$ cat src/rtl/spi_rx_ip_top.sv
// 4-wire SPI mode-0 receiver: oversampled, MSB-first bytes tagged with dc into a FWFT FIFO.
// Latency: rx_valid SYNC_STAGES+1 clk after the 8th scl rise is sampled; full FIFO drops bytes unless popped that cycle.
module spi_rx_ip_top #(
    parameter int FIFO_DEPTH  = 4,
    parameter int SYNC_STAGES = 2
) (
    input  logic                          clk,
    input  logic                          reset,
    input  logic                          cs,
    input  logic                          dc,
    input  logic                          scl,
    input  logic                          sda,
    input  logic                          rx_ready,
    output logic [7:0]                    rx_data,
    output logic                          rx_dc,
    output logic                          rx_valid,
    output logic [$clog2(FIFO_DEPTH):0]   fifo_count,
    output logic                          overflow,
    output logic                          frame_err,
    input  logic                          clr_status
);
    localparam int AW = $clog2(FIFO_DEPTH);
    localparam int CW = AW + 1;

    typedef enum logic {ST_IDLE, ST_SHIFT} state_t;

    logic [SYNC_STAGES-1:0] cs_sync_q, cs_sync_d;
    logic [SYNC_STAGES-1:0] dc_sync_q, dc_sync_d;
    logic [SYNC_STAGES-1:0] scl_sync_q, scl_sync_d;
    logic [SYNC_STAGES-1:0] sda_sync_q, sda_sync_d;
    logic                   scl_dly_q, scl_dly_d;
    logic                   cs_dly_q, cs_dly_d;
    state_t                 state_q, state_d;
    logic [2:0]             bit_cnt_q, bit_cnt_d;
    logic [7:0]             shift_q, shift_d;
    logic [8:0]             mem_q [FIFO_DEPTH];
    logic [8:0]             mem_d [FIFO_DEPTH];
    logic [AW-1:0]          wr_ptr_q, wr_ptr_d;
    logic [AW-1:0]          rd_ptr_q, rd_ptr_d;
    logic [CW-1:0]          count_q, count_d;
    logic                   overflow_q, overflow_d;
    logic                   frame_err_q, frame_err_d;

    logic       cs_s, dc_s, scl_s, sda_s;
    logic       scl_rise, cs_rise;
    logic       push_req, push, pop, full, ovf_set, frame_set;
    logic [7:0] push_dat;

    always_comb begin
        cs_sync_d  = {cs_sync_q[SYNC_STAGES-2:0], cs};
        dc_sync_d  = {dc_sync_q[SYNC_STAGES-2:0], dc};
        scl_sync_d = {scl_sync_q[SYNC_STAGES-2:0], scl};
        sda_sync_d = {sda_sync_q[SYNC_STAGES-2:0], sda};
        cs_s       = cs_sync_q[SYNC_STAGES-1];
        dc_s       = dc_sync_q[SYNC_STAGES-1];
        scl_s      = scl_sync_q[SYNC_STAGES-1];
        sda_s      = sda_sync_q[SYNC_STAGES-1];
        scl_dly_d  = scl_s;
        cs_dly_d   = cs_s;
        scl_rise   = scl_s & ~scl_dly_q;
        cs_rise    = cs_s & ~cs_dly_q;
    end

    always_comb begin
        state_d   = state_q;
        bit_cnt_d = bit_cnt_q;
        shift_d   = shift_q;
        push_req  = 1'b0;
        frame_set = 1'b0;
        push_dat  = {shift_q[6:0], sda_s};
        case (state_q)
            ST_IDLE: begin
                bit_cnt_d = 3'd0;
                if (!cs_s) state_d = ST_SHIFT;
            end
            default: begin
                if (scl_rise) begin
                    shift_d   = push_dat;
                    bit_cnt_d = bit_cnt_q + 3'd1;
                    push_req  = (bit_cnt_q == 3'd7);
                end
                // A byte completing in the same cycle as cs release is not a framing error
                if (cs_rise) begin
                    state_d   = ST_IDLE;
                    bit_cnt_d = 3'd0;
                    frame_set = (bit_cnt_q != 3'd0) && !(scl_rise && bit_cnt_q == 3'd7);
                end
            end
        endcase
    end

    always_comb begin
        full     = (count_q == CW'(FIFO_DEPTH));
        pop      = (count_q != '0) && rx_ready;
        push     = push_req && (!full || pop);
        ovf_set  = push_req && full && !pop;
        mem_d    = mem_q;
        wr_ptr_d = wr_ptr_q;
        rd_ptr_d = rd_ptr_q;
        count_d  = count_q;
        if (push) begin
            mem_d[wr_ptr_q] = {dc_s, push_dat};
            wr_ptr_d        = wr_ptr_q + AW'(1);
        end
        if (pop) rd_ptr_d = rd_ptr_q + AW'(1);
        if (push && !pop) count_d = count_q + CW'(1);
        else if (pop && !push) count_d = count_q - CW'(1);
        overflow_d  = (overflow_q & ~clr_status) | ovf_set;
        frame_err_d = (frame_err_q & ~clr_status) | frame_set;
    end

    always_ff @(posedge clk) begin
        if (reset) begin
            cs_sync_q   <= '1;
            dc_sync_q   <= '0;
            scl_sync_q  <= '0;
            sda_sync_q  <= '0;
            scl_dly_q   <= 1'b0;
            cs_dly_q    <= 1'b1;
            state_q     <= ST_IDLE;
            bit_cnt_q   <= 3'd0;
            shift_q     <= 8'd0;
            for (int i = 0; i < FIFO_DEPTH; i++) mem_q[i] <= 9'd0;
            wr_ptr_q    <= '0;
            rd_ptr_q    <= '0;
            count_q     <= '0;
            overflow_q  <= 1'b0;
            frame_err_q <= 1'b0;
        end else begin
            cs_sync_q   <= cs_sync_d;
            dc_sync_q   <= dc_sync_d;
            scl_sync_q  <= scl_sync_d;
            sda_sync_q  <= sda_sync_d;
            scl_dly_q   <= scl_dly_d;
            cs_dly_q    <= cs_dly_d;
            state_q     <= state_d;
            bit_cnt_q   <= bit_cnt_d;
            shift_q     <= shift_d;
            mem_q       <= mem_d;
            wr_ptr_q    <= wr_ptr_d;
            rd_ptr_q    <= rd_ptr_d;
            count_q     <= count_d;
            overflow_q  <= overflow_d;
            frame_err_q <= frame_err_d;
        end
    end

    always_comb begin
        rx_valid   = (count_q != '0);
        rx_data    = rx_valid ? mem_q[rd_ptr_q][7:0] : 8'd0;
        rx_dc      = rx_valid ? mem_q[rd_ptr_q][8] : 1'b0;
        fifo_count = count_q;
        overflow   = overflow_q;
        frame_err  = frame_err_q;
    end
endmodule

$ cat config.mk
export PLATFORM = sky130hd
export DESIGN_NAME = spi_rx_ip_top
export DESIGN_NICKNAME = d
export VERILOG_FILES = /design/src/rtl/spi_rx_ip_top.sv
export SDC_FILE = /design/constraint.sdc
export NUM_CORES = 1
export LEC_CHECK = 0
export ABC_AREA = 1
export BUFFER_PORTS_ARGS = -buffer_cell sky130_fd_sc_hd__buf_2
export CAP_MARGIN = 20
export CORE_UTILIZATION = 30
export DETAILED_ROUTE_END_ITERATION = 10
export GPL_TIMING_DRIVEN = 0
export SLEW_MARGIN = 0
export SYNTH_ARGS = -nofsm -noshare
export SYNTH_HDL_FRONTEND = slang
export SYNTH_SLANG_ARGS = --single-unit
export TNS_END_PERCENT = 5
$ cat constraint.sdc
create_clock -name clk -period 4.62 [get_ports clk]
set_clock_uncertainty 0.15 [all_clocks]
set_input_delay 0.924 -clock clk [delete_from_list [all_inputs] [get_ports clk]]
set_output_delay 0.924 -clock clk [all_outputs]
set_load 0.01 [all_outputs]
==> out/metrics.csv <==
stage;metric;value;unit
run_status;outcome;finished, final reports clean;
yosys;synth-seq-cells;66;
grt;grt_pass1_wl;12600;um
sta;rsz0062_at_grt;no;
yosys;synth.avg_cell_area;6.81;sq um
cts;ctsResizeCount;0;
floorplanning;fp.coreArea;10400;sq um
pwr;power_per_cell_area;383;nW/um^2
hold_path;hold_path_depth;2;
grt;grt_max_degree;14;
hold_path;min_from;dc_sync_q[0];
worst_setup_path;ff2ff_setup_slack;2.09;ns
finish;antennaDiodeCount;0;
finish;final_util;36.0;%
yosys;netlist_instances;476;
worst_setup_path;end_kind;primary output;
finish;fillers;1106;
cts;post-cts-setup-buffers;0;
sta;maxSlewViolCount;0;
cts;cts_tree;yes;
pwr;p_total;1.44;mW
hold_path;min_path_type;flip-flop to flip-flop;
route;routedWlPerCell;11.6;um
route;drt-total-wl;7550;um
route;highest_layer;met4;
grt;antenna_found_initial;0;
pwr;p_sw;0.455;mW
floorplanning;dieHeight;106;um
route;first_pass_iters;4;
run;max_cap_viol_count;0;
hold_path;min_to;dc_sync_q[1];
worst_setup_path;crit_family;buffers and inverters;
finish;fin_area;3750;sq um
yosys;yosysWarnings;0;
yosys;syn_area;3240;sq um
cts;clock_path_buffers;2;
route;antenna_left;0;
finish;fin_cells;650;
pwr;p_int;0.981;mW
floorplanning;dieArea;11200;sq um
worst_setup_path;cp_max_fo;10;
pwr;p_leak;1.64;nW
cts;clock_latency;0.35;ns
finish;area_growth;15.6;%
route;routed-wl-met2;3600;um
floorplanning;floorplan.initialDensity;31.1;%
worst_setup_path;cpMaxStageDelayCell;dfxtp_1;
sta;maxSlewHeadroom;64.2;%
pwr;clock_power_share;38.9;%
worst_setup_path;cpMostUsedCell;buf_2;
grt;globalRoute.totalOverflow;0;
floorplanning;io_pins;23;
worst_setup_path;cp_slowest_stage_delay;0.33;ns
worst_setup_path;startpoint_type;flip-flop;
route;wl_met3;285;um
yosys;synthTopCellsByArea;dfxtp_1 41%, inv_1 12%, nand2_1 9.8%;
finish;drive_gt1_share;11.3;%
pwr;switching_share;31.7;%
worst_setup_path;arrival;1.82;ns
place;place_area;3520;sq um
pwr;ir_worst_vdd;0.232;mV
cts;cts_root_buf;clkbuf_8;
sta;fin_tns_setup;0;ns
yosys;yosysTopAreaCell;dfxtp_1;
yosys;synth_top_area_share;40.8;%
route;post-route-drc-count;0;
worst_setup_path;worst-path-buf-inv;4;
place;dpl.hpwl;5520;um
floorplanning;die_x;106;um
grt;grt_pass1_vias;2673;
cts;htree_levels;3;
cts;clkTransAtPathRegs;0.08;ns
pwr;seqPwrFrac;41.8;%
worst_setup_path;worstPathCellList;buf_2 > inv_1 > buf_2 > a21oi_1 > o21ai_0 > a21oi_1 > buf_2;
yosys;synth_cell_types;23;
worst_setup_path;r2r_cells;16;
grt;grtUsageTotal;14.5;%
worst_setup_path;reg2reg_to;fifo_count[2];
sta;hold_violations;0;
yosys;synth_seq_area_share;40.8;%
worst_setup_path;rr_startpoint;bit_cnt_q[0];
cts;cts-buffers-inserted;9;
route;met1_length;3550;um
route;vias;2859;
finish;num-nets-final;526;
sta;period_share;62.7;%
pwr;combinationalPowerShare;19.4;%
worst_setup_path;crit_cells;7;
place;place_inst;634;
route;dr.first_iter.drc_count;132;
yosys;synth_nets;493;
cts;ctsHoldBuffers;0;
route;routed_via_density;4.40;
sta;post-route-min-period;2.89;ns
place;portBuffers;22;
place;place.gp.congestion;0.839;
worst_setup_path;required;3.55;ns
sta;worst_pin_slew;0.537;ns
cts;clock-sinks;66;
worst_setup_path;critical_path_class;flip-flop to primary output;
sta;fmax;0.345;GHz
sta;setup_violations;0;
floorplanning;num_rows;37;
[cells in the final DEF, fill, tap and decap left out, types with 2 or more instances in the layout]
cell,netlist,final
nand3_1,2,2
nor2_1,59,59
o21ai_0,34,34
inv_6,0,2
buf_1,4,4
ha_1,8,8
clkbuf_8,0,9
clkinvlp_4,0,2
buf_2,9,31
nand4_1,36,36
nand2_1,85,85
a21oi_1,41,41
inv_1,104,104
or2_2,2,2
nand3_4,4,4
clkbuf_1,10,10
bufinv_16,0,2
dfxtp_1,66,66
nand2_2,2,2
clkinv_1,3,3
[through the flow]
| step | setup slack, ns | hold WS, ns |
|---|---|---|
| CTS | 1.70 | 0.256 |
| detailed placement | 1.59 | 0.244 |
| global placement | 1.66 | 0.242 |
| floorplan | 1.98 | 0.238 |
| finish | 1.73 | 0.254 |
| global route | 1.57 | 0.266 |
[registers in the layout (all words and copies together) (netlist names), 2 cells and up]
signal / count
mem_q: 36
dc_sync_q: 2
wr_ptr_q: 2
cs_sync_q: 2
bit_cnt_q: 3
sda_sync_q: 2
scl_sync_q: 2
fifo_count: 3
rd_ptr_q: 2
shift_q: 7
[worst register-to-register path, cell delays in order (launching register included)]
cell and delay, ns:
dfxtp_1 0.34, ha_1 0.15, ha_1 0.14, inv_1 0.08, nor2_4 0.18, buf_6 0.20, nand2_2 0.07, inv_1 0.12
ha_1 0.16, inv_1 0.07, fa_1 0.39, nor2_1 0.11, nor2_1 0.05, nand2_1 0.08, nand2_1 0.05, nand2_1 0.05
nor2_1 0.04
[area by class of cell]
cell class / count / area (sq um) / area share, %
multi-input combinational: 279 / 1410 / 37.6
inverter: 107 / 402 / 10.7
clock buffer: 9 / 124 / 3.31
sequential: 66 / 1320 / 35.3
timing repair buffer: 22 / 110 / 2.94
buffer: 24 / 109 / 2.91
clock inverter: 7 / 101 / 2.71
tap: 136 / 170 / 4.54
[power by group through the flow]
| stage | combinational [mW] | clock, mW | sequential, mW |
|---|---|---|---|
| final | 0.278 | 0.558 | 0.600 |
| after global routing | 0.311 | 0.593 | 0.602 |
| after CTS | 0.282 | 0.570 | 0.600 |
| after detailed placement | 0.279 | 0 | 0.614 |
| after global placement | 0.275 | 0 | 0.613 |
| after floorplan | 0.180 | 0 | 0.616 |
[how the worst max path moves through the flow]
stage           startpoint            end  slack [ns]
2_1_floorplan     rx_ready  fifo_count[2]        1.98
3_3_place_gp      rx_ready  fifo_count[2]        1.66
3_5_place_dp      rx_ready  fifo_count[2]        1.59
4_1_cts        rd_ptr_q[0]     rx_data[4]        1.70
5_1_grt        rd_ptr_q[0]     rx_data[1]        1.57
6_report       rd_ptr_q[0]     rx_data[1]        1.73
[routing by layer]
layer | global-route usage, % | vias to the layer above
met5 | 0 | -
met4 | 5.46 | 0
met3 | 3.25 | 10
met2 | 24.3 | 48
met1 | 18.1 | 1267
li1 | - | 1534
[cells by family after synthesis]
logic type      Yosys count  share of synthesized area [%]
simple gates            194                           27.9
buf+inv                 131                           15.8
compound gates           75                           11.6
flops                    66                           40.8
fa+ha+maj                 9                           3.71
xor+xnor                  1                          0.270
[cells in the mapped netlist]
| cell type | count |
|---|---|
| nand3_1 | 2 |
| dfxtp_1 | 66 |
| nand4_1 | 36 |
| ha_1 | 8 |
| fa_1 | 1 |
| nor3_1 | 1 |
| nand3_4 | 4 |
| nand3b_1 | 1 |
| clkbuf_1 | 10 |
| inv_1 | 104 |
| or2_2 | 2 |
| nor2_1 | 59 |
| nor2_4 | 1 |
| clkinv_1 | 3 |
| buf_1 | 4 |
| o21ai_0 | 34 |
| nand2_1 | 85 |
| buf_2 | 9 |
| nand2_2 | 2 |
| nand3_2 | 1 |
| buf_6 | 1 |
| xor2_1 | 1 |
| a21oi_1 | 41 |
No activity file was read; power rests on OpenSTA's default activity.
